## src/rtl/rice_partition_scheduler.sv

```systemverilog
// Ping-pong partition buffer that picks a Rice parameter per partition and streams it to the encoder.
// Optional macro RICE_ESCAPE_EN: emit escape parameter 4'hF plus oEscape pulse when no k fits.
module rice_partition_scheduler #(
    parameter int SAMPLE_W      = 16,
    parameter int PARTITION_LEN = 64,
    parameter int MAX_PARAM     = 14
) (
    input  logic                iClock,
    input  logic                iResetN,
    input  logic                iValid,
    input  logic [SAMPLE_W-1:0] iSample,
    input  logic                iLast,
    output logic                oReady,
    output logic                oParamValid,
    output logic [3:0]          oRiceParam,
    output logic                oValid,
    output logic [SAMPLE_W-1:0] oSample,
    output logic                oBusy
`ifdef RICE_ESCAPE_EN
    ,output logic               oEscape
`endif
);

    localparam int CNT_W = $clog2(PARTITION_LEN);
    localparam int LEN_W = CNT_W + 1;
    localparam int SUM_W = SAMPLE_W + CNT_W + 1;
    localparam int CMP_W = SUM_W + LEN_W + 16;

    typedef enum logic [1:0] {S_IDLE, S_SELECT, S_HEADER, S_STREAM} state_t;

    function automatic logic [SAMPLE_W-1:0] zigzag(input logic [SAMPLE_W-1:0] n);
        return {n[SAMPLE_W-2:0], 1'b0} ^ {SAMPLE_W{n[SAMPLE_W-1]}};
    endfunction

    logic [SAMPLE_W-1:0] r_mem [0:1][0:PARTITION_LEN-1];
    logic [SUM_W-1:0]    r_sum [0:1];
    logic [LEN_W-1:0]    r_len [0:1];
    logic [1:0]          r_full;
    logic                r_wr_bank;
    logic                r_rd_bank;
    logic [CNT_W-1:0]    r_cnt;
    logic                r_ready;
    state_t              r_state;
    logic [3:0]          r_k;
    logic [CNT_W-1:0]    r_rd_cnt;
    logic                r_param_valid;
    logic [3:0]          r_param;
    logic                r_out_valid;
    logic [SAMPLE_W-1:0] r_out_sample;
`ifdef RICE_ESCAPE_EN
    logic                r_escape;
`endif

    logic                w_accept;
    logic                w_close;
    logic                w_last_rd;
    logic [1:0]          w_set;
    logic [1:0]          w_clr;
    logic [1:0]          w_full_nxt;
    logic                w_wr_bank_nxt;
    logic                w_cond;

    assign w_accept      = iValid && r_ready;
    assign w_close       = w_accept && ((r_cnt == CNT_W'(PARTITION_LEN - 1)) || iLast);
    assign w_last_rd     = (r_state == S_STREAM) &&
                           (LEN_W'(r_rd_cnt) == (r_len[r_rd_bank] - LEN_W'(1)));
    // Close and free always target different banks, so the masks never collide.
    assign w_set         = w_close   ? (2'b01 << r_wr_bank) : 2'b00;
    assign w_clr         = w_last_rd ? (2'b01 << r_rd_bank) : 2'b00;
    assign w_full_nxt    = (r_full & ~w_clr) | w_set;
    assign w_wr_bank_nxt = r_wr_bank ^ w_close;
    assign w_cond        = ((CMP_W'(r_len[r_rd_bank]) << r_k) >= CMP_W'(r_sum[r_rd_bank]));

    assign oReady      = r_ready;
    assign oParamValid = r_param_valid;
    assign oRiceParam  = r_param;
    assign oValid      = r_out_valid;
    assign oSample     = r_out_sample;
    assign oBusy       = (|r_full) || (r_state != S_IDLE);
`ifdef RICE_ESCAPE_EN
    assign oEscape     = r_escape;
`endif

    // Sample storage; contents are meaningless unless the bank is marked full.
    always_ff @(posedge iClock) begin
        if (w_accept) begin
            r_mem[r_wr_bank][r_cnt] <= iSample;
        end
    end

    // Fill side: count, magnitude sum, partition close and bank ownership.
    always_ff @(posedge iClock or negedge iResetN) begin
        if (!iResetN) begin
            r_full    <= 2'b00;
            r_wr_bank <= 1'b0;
            r_cnt     <= '0;
            r_ready   <= 1'b0;
            r_sum[0]  <= '0;
            r_sum[1]  <= '0;
            r_len[0]  <= '0;
            r_len[1]  <= '0;
        end else begin
            r_full    <= w_full_nxt;
            r_wr_bank <= w_wr_bank_nxt;
            r_ready   <= !w_full_nxt[w_wr_bank_nxt];
            if (w_accept) begin
                // Restarting the sum on the first sample keeps a bank under selection untouched.
                r_sum[r_wr_bank] <= ((r_cnt == '0) ? '0 : r_sum[r_wr_bank]) +
                                    SUM_W'(zigzag(iSample));
                if (w_close) begin
                    r_len[r_wr_bank] <= LEN_W'(r_cnt) + LEN_W'(1);
                    r_cnt            <= '0;
                end else begin
                    r_cnt            <= r_cnt + CNT_W'(1);
                end
            end
        end
    end

    // Issue FSM: parameter search, header pulse, then one sample per cycle.
    always_ff @(posedge iClock or negedge iResetN) begin
        if (!iResetN) begin
            r_state       <= S_IDLE;
            r_rd_bank     <= 1'b0;
            r_k           <= 4'd0;
            r_rd_cnt      <= '0;
            r_param_valid <= 1'b0;
            r_param       <= 4'd0;
            r_out_valid   <= 1'b0;
            r_out_sample  <= '0;
`ifdef RICE_ESCAPE_EN
            r_escape      <= 1'b0;
`endif
        end else begin
            r_param_valid <= 1'b0;
`ifdef RICE_ESCAPE_EN
            r_escape      <= 1'b0;
`endif
            case (r_state)
                S_IDLE: begin
                    if (r_full[r_rd_bank]) begin
                        r_state <= S_SELECT;
                        r_k     <= 4'd0;
                    end
                end
                S_SELECT: begin
                    if (w_cond) begin
                        r_param       <= r_k;
                        r_param_valid <= 1'b1;
                        r_state       <= S_HEADER;
                    end else if (r_k == 4'(MAX_PARAM)) begin
`ifdef RICE_ESCAPE_EN
                        r_param       <= 4'hF;
                        r_escape      <= 1'b1;
`else
                        r_param       <= r_k;
`endif
                        r_param_valid <= 1'b1;
                        r_state       <= S_HEADER;
                    end else begin
                        r_k <= r_k + 4'd1;
                    end
                end
                S_HEADER: begin
                    r_out_sample <= r_mem[r_rd_bank][CNT_W'(0)];
                    r_out_valid  <= 1'b1;
                    r_rd_cnt     <= '0;
                    r_state      <= S_STREAM;
                end
                S_STREAM: begin
                    if (w_last_rd) begin
                        r_out_valid <= 1'b0;
                        r_rd_bank   <= ~r_rd_bank;
                        r_state     <= S_IDLE;
                    end else begin
                        r_out_sample <= r_mem[r_rd_bank][r_rd_cnt + CNT_W'(1)];
                        r_rd_cnt     <= r_rd_cnt + CNT_W'(1);
                    end
                end
                default: begin
                    r_state <= S_IDLE;
                end
            endcase
        end
    end

endmodule
```

## config.mk

```make
export PLATFORM = sky130hd
export DESIGN_NAME = rice_partition_scheduler
export DESIGN_NICKNAME = d
export VERILOG_FILES = /design/src/rtl/rice_partition_scheduler.sv
export SDC_FILE = /design/constraint.sdc
export NUM_CORES = 2
export LEC_CHECK = 0
export ABC_AREA = 1
export CELL_PAD_IN_SITES_DETAIL_PLACEMENT = 0
export CELL_PAD_IN_SITES_GLOBAL_PLACEMENT = 1
export CORE_MARGIN = 2
export CORE_UTILIZATION = 45
export CTS_CLUSTER_DIAMETER = 80
export DETAILED_ROUTE_END_ITERATION = 10
export PLACE_DENSITY = 0.68
export SLEW_MARGIN = 15
export SYNTH_ARGS = -nofsm -noshare
export SYNTH_HDL_FRONTEND = slang
export SYNTH_SLANG_ARGS = --single-unit
```

## constraint.sdc

```tcl
create_clock -name iClock -period 7.2 [get_ports iClock]
set_input_delay 0.72 -clock iClock [delete_from_list [all_inputs] [get_ports iClock]]
set_output_delay 0.72 -clock iClock [all_outputs]
set_load 0.02 [all_outputs]
```

* Word level (Yosys, flattened, before mapping)
Memories as Yosys holds them, arrays and structs flattened.
Index checks and enable logic that the tools add are counted.
** Storage, ports and cells
- Register bits after elaboration :: 105
- Memory bits (writable) :: 2048
- Input port bits :: 20
- Logic and storage cells :: 129
- Memories :: 1
** Memory list
- r_mem :: depth 2, bits a word 1024, read ports 1, clocked after memory_dff 0, write ports 1, line 35 : logic [SAMPLE_W-1:0] r_mem [0:1][0:PARTITION_LEN-1];
** Operators by class
- $add $sub $neg :: 6
- Magnitude comparators :: 9
- Equal/unequal tests :: 12
- Shifts and indexed selects :: 3
- Muxes and demuxes :: 50
- Bitwise logic cells :: 10
- Reduce and logical (&&, ||, !) cells :: 22
** Operators with widths (count)
- $mux 1024 :: 1
- $mux 23 :: 8
- $bmux 16 s6 :: 1
- $demux 16 s6 :: 1
- $mux 16 :: 4
- $bwmux 46 :: 1
- $ge 46x23->1 :: 1
- $shl 7x4->46 :: 1
- $pmux 16 s2 :: 1
- $mux 7 :: 4
- $add 23x16->23 :: 1
- $demux 23 s1 :: 1
- $mux 4 :: 5
- $xor 16x16->16 :: 1
- $bwmux 14 :: 1
- $ge 7x7->1 const B :: 2
- $not 6->7 :: 2
- $add 6x1->6 const B :: 2
- $mux 2 :: 6
- $mux 6 :: 2
- $pmux 6 s2 :: 1
- $ne 2x2->1 const B :: 5
- $reduce_and 2->1 :: 5
- $mux 1 :: 9
- 33 further kinds :: 46

* Logic depth before layout (Yosys ltp)
- Depth in word-level cells :: 14
- Mapped depth :: 24
- Gate-level depth less buffers :: 24

* Worst setup path before layout
No wires, ideal clock.
- Kind :: input to register
- From :: in iSample[15]
- To :: reg r_sum[45] (netlist name)
- Setup time :: 118 ps
- Arrival time :: 3255 ps
- Data required time :: 7082 ps
- Slack :: 3827 ps
- Stages on the path :: 14
- Buffers on the path :: 2
- Cells stage by stage :: clkbuf_1 buf_1 xor2_1 ha_1 nand2_1 nor2_1 nand2_1 nand2_1 a21oi_1 o21ai_0 nand3_1 or2_2 nand3_1 nand2_1
** On the way
- Cells in the longest elaborated chain, start to end :: 3
** RTL lines
- start, declared :: line 11 : input logic [SAMPLE_W-1:0] iSample,
- $xor 16x16->16 :: line 32 : return {n[SAMPLE_W-2:0], 1'b0} ^ {SAMPLE_W{n[SAMPLE_W-1]}};
- $add 23x16->23 :: line 108 : r_sum[r_wr_bank] <= ((r_cnt == '0) ? '0 : r_sum[r_wr_bank]) +
- $bwmux 46 :: line 108
- end signal, assigned by index :: line 108
- end, declared :: line 36 : logic [SUM_W-1:0] r_sum [0:1];
No other way between the ends.
A chain may end at the register's enable or synchronous reset.

* Worst setup path after layout
- From :: reg r_rd_bank
- To :: reg r_out_sample[9] (netlist: oSample[9])
** On the way
- Cells in the longest elaborated chain, start to end :: 9
** RTL lines
- start, declared :: line 40 : logic r_rd_bank;
- start signal, assigned :: line 173 : r_rd_bank <= ~r_rd_bank;
- $not 1->2 (implied by the code) :: line 66 : (LEN_W'(r_rd_cnt) == (r_len[r_rd_bank] - LEN_W'(1)));
- $mux 7 (implied by the code) (3 in series) :: line 66
- $sub 7x1->7 :: line 66
- $eq 6x7->1 :: line 66
- $logic_and 1x1->1 :: line 65 : assign w_last_rd = (r_state == S_STREAM) &&
- $ne 2x2->1 (no line)
- $reduce_and 2->1 (no line)
- end signal, assigned :: line 165 : r_out_sample <= r_mem[r_rd_bank][CNT_W'(0)];
- end signal, assigned :: line 176 : r_out_sample <= r_mem[r_rd_bank][r_rd_cnt + CNT_W'(1)];
- end, declared :: line 49 : logic [SAMPLE_W-1:0] r_out_sample;
Parallel ways exist; a longest one is shown, timed or not. The select of a mux whose other input is x is not followed.

==> impl_metrics.toml <==
[grt]
grt-ovfl-total = 0
antenna_violations_before_repair = 12
global_route_wire_length_before_repair_mm = 397
via_count_of_the_first_global_routing_pass = 56400
grt_start_max_net_pins = 178
globalRouteTotalUtil = 0.265

[drt]
routed_via_density = 5.66
route.final.wire_length_mm = 272
route.antenna.remaining_nets = 0
routedWlPerCell_um = 25.5
drc = 0
drt_first_pass_iters = 6
detailedRoute.firstIterationViolations = 6831
detailroute.via_count = 60300

[timing]
rsz0062_at_grt = "no"
finalHoldViolations = 0
finalClockSkew_ns = 0.0483
timing.max_slew.rel_slack = 0.172
layout_setup_ws_ns = 2.62
fin_crit_ns = 4.58
tightestPinTransition_ns = 1.23
report.final.slew_viol_count = 0
fin_tns_setup_ns = 0
setup-violations-final = 0
fin_crit_sh = 0.636
fmax_mhz = 219

[critical_path]
required_ns = 7.99
timing.critical_path.buf_inv = 2
crit_slowest_cell = "dfrtp_4"
cpMostUsedCell = "nand3_1"
cpLargestDelayFamily = "buffers and inverters"
critical_path_source_type = "flip-flop"
critPathMaxStageDelay_ns = 0.96
cp_cell_instances = "buf_4 > buf_4 > nand2_1 > nand3_1 > nand3_1 > nand3_1 > nand3_1 > nand3_1 > nand3_1 > nand2_1 > nand2_1 > a21oi_1"
setup.worst_path.end_class = "flip-flop"
timing.setup.critical_path_class = "flip-flop to flip-flop"
critical_path_arrival_ns = 5.37
critical_path.max_fanout = 95

[clock_network]
cts_tree = "built"
cts_sinks = 2153
clk-insertion-delay-late_ns = 0.87
ctsHtreeMaxLevel = 4
buffers_from_clock_root_to_sink_at_most = 3
tritoncts_buffers = 226
clkTransAtPathRegs_ns = 0.06
cts_root_buf = "clkbuf_16"

[finish]
final_cells = 10600
area_growth_syn_to_layout_pct = 12.5
final_net_count = 7880
drive_above_1_share = 0.0825
final_core_utilization = 0.510
post-route-cell-area_um2 = 101000

[power]
peakVddDrop_mv = 0.204
pwr-share-seq = 0.540
cell_internal_pwr_mw = 20.1
clkPwrFrac = 0.446
net-switching-power_mw = 5.24
switching_part_of_the_total_power = 0.206
power-per-cell-area_nw_per_um2 = 252
static-leakage-power_nw = 35.7
combPwrFrac = 0.014

[placed_design]
placed_cells_incl_taps = 10200
place_area_um2 = 93400
pre_cts_ws_ns = 2.70
post_dp_hpwl_mm = 153
port-buffer-count = 43
gp_routability_congestion = 0.861

[job]
cap_viol_max_count = 0

[run_status]
run_status = "complete, no violations"

[synth]
avgSynthCellArea_um2 = 11.4
yosys.cell_types.count = 38
ys_top_cells_by_count = "nand2_1, nand3_1, edfxtp_1"
post_synth_edffs = 2048
synth_fp_nets = 7883
synthMostInstantiatedCell = "nand2_1"
synth.yosys.seq_area_share = 0.717
ys_ff_latch = 2153
yosys.area.top_type = "edfxtp_1"
mappedNetlistArea_um2 = 89400
synth_area_leaders = "edfxtp_1, nand3_1, nand2_1"
syn-instance-count = 7812
ys_async_sr_fraction = 0.0488
synth-warning-count = 0
yosysTopAreaCellShare = 0.688
yosys_most_used_dff = "edfxtp_1"

[floorplan]
die_y_um = 450
design.core.area_um2 = 197000
die-width_um = 450
io_pins = 44
placementRows = 163
die-area_um2 = 202000
initial_util = 0.453

[hold_path]
hold_path.class = "input pin to flip-flop"
[through the flow]
| step | hold WS [ns] | total power [mW] |
|---|---|---|
| floorplan | 0.424 | 14.0 |
| global placement | 0.467 | 14.3 |
| detailed placement | 0.468 | 14.3 |
| CTS | 0.0880 | 25.5 |
| global route | 0.0905 | 26.1 |
| finish | 0.130 | 25.4 |
[routing by layer]
layer	part of all wire	vias up	GRT usage
met4	0.031	6	0.0811
met1	0.43	29900	0.377
li1	-	27700	-
met2	0.47	2304	0.423
met5	0.00014	-	0
met3	0.071	386	0.0379
[what timing repair did]
action,in CTS,in global routing
hold endpoints to repair,51,0
buffers inserted,0,0
gates resized for setup,0,0
hold buffers,1,0
[sequential cells by signal, indices dropped and copies added (netlist names)]
register and cells:
oParamValid 1, oReady 1, oRiceParam 4, oSample 16, oValid 1, r_cnt 6, r_full 2, r_k 4
r_len 14, r_mem 2048, r_rd_bank 1, r_rd_cnt 6, r_state 2, r_sum 46, r_wr_bank 1
[cells by family (layout without fill, tap and decap cells)]
kind of cell,after synthesis,after routing,synth area share
mux,5,5,0.000560
compound gates,220,220,0.0131
fa+ha+maj,51,51,0.00722
flops,2153,2153,0.717
xor+xnor,42,42,0.00411
other cells,0,1,0
simple gates,4717,4717,0.229
buf+inv,624,816,0.0289
[worst paths after layout]
kind                                                end  depth (start not counted)  slack [ns]                   from
worst max register to register   oSample[9]$_DFFE_PN0P_                         12        2.62  r_rd_bank$_DFFE_PN0P_
worst min-delay path            r_mem[1][488]$_DFFE_PP_                          1        0.13             iSample[8]
worst min register to register    r_sum[19]$_DFFE_PN0P_                          2        0.48  r_sum[19]$_DFFE_PN0P_
min in group asynchronous         oParamValid$_DFF_PN0_                          2        0.46                iResetN
worst max-delay path             oSample[9]$_DFFE_PN0P_                         12        2.62  r_rd_bank$_DFFE_PN0P_
max in group asynchronous         r_sum[34]$_DFFE_PN0P_                          3        5.47                iResetN
[layout make-up]
type	count	area (µm²)
fillers	17400	96800
multi-input cells	5035	23200
well taps	2640	3300
clock buffers	296	6110
repair buffers	275	2350
flip-flops and latches	2153	64100
inverters	118	475
diodes	1	2.50
clock inverters	127	1050
[power by group through the flow]
stage                     sequential, mW  combinational (mW)  clock, mW
after floorplan                     14.0              0.0538          0
after global placement              14.0               0.354          0
after detailed placement            14.0               0.360          0
after CTS                           13.7               0.361       11.5
after global routing                13.7               0.380       12.0
final                               13.7               0.356       11.3
[layout by cell type (no fill, tap or decap), types with 6 or more instances in the layout]
master	count
a21oi_1	47
nand2_1	2394
nor3_2	58
nor3_1	10
clkinv_1	61
bufinv_16	12
nor2_1	146
clkbuf_8	6
nand3_1	2073
nand4_1	9
o22ai_1	9
clkbuf_16	232
clkinv_2	39
ha_1	49
o21ai_0	134
buf_4	219
buf_6	16
o21ai_1	8
xnor2_1	7
clkbuf_1	58
xor2_1	32
clkdlybuf4s50_1	26
nor3_4	8
dfrtp_1	102
inv_2	6
buf_12	13
inv_1	103
edfxtp_1	2048
o211ai_1	11
[worst register-to-register path, cell delays in order (launching register included)]
cell and delay [ns]:
dfrtp_4 0.96, buf_4 0.93, buf_4 1.06, nand2_1 0.19, nand3_1 0.13, nand3_1 0.11
nand3_1 0.24, nand3_1 0.14, nand3_1 0.25, nand3_1 0.20, nand2_1 0.11, nand2_1 0.05
a21oi_1 0.14
Note: power is estimated with default switching activity, not from simulation.
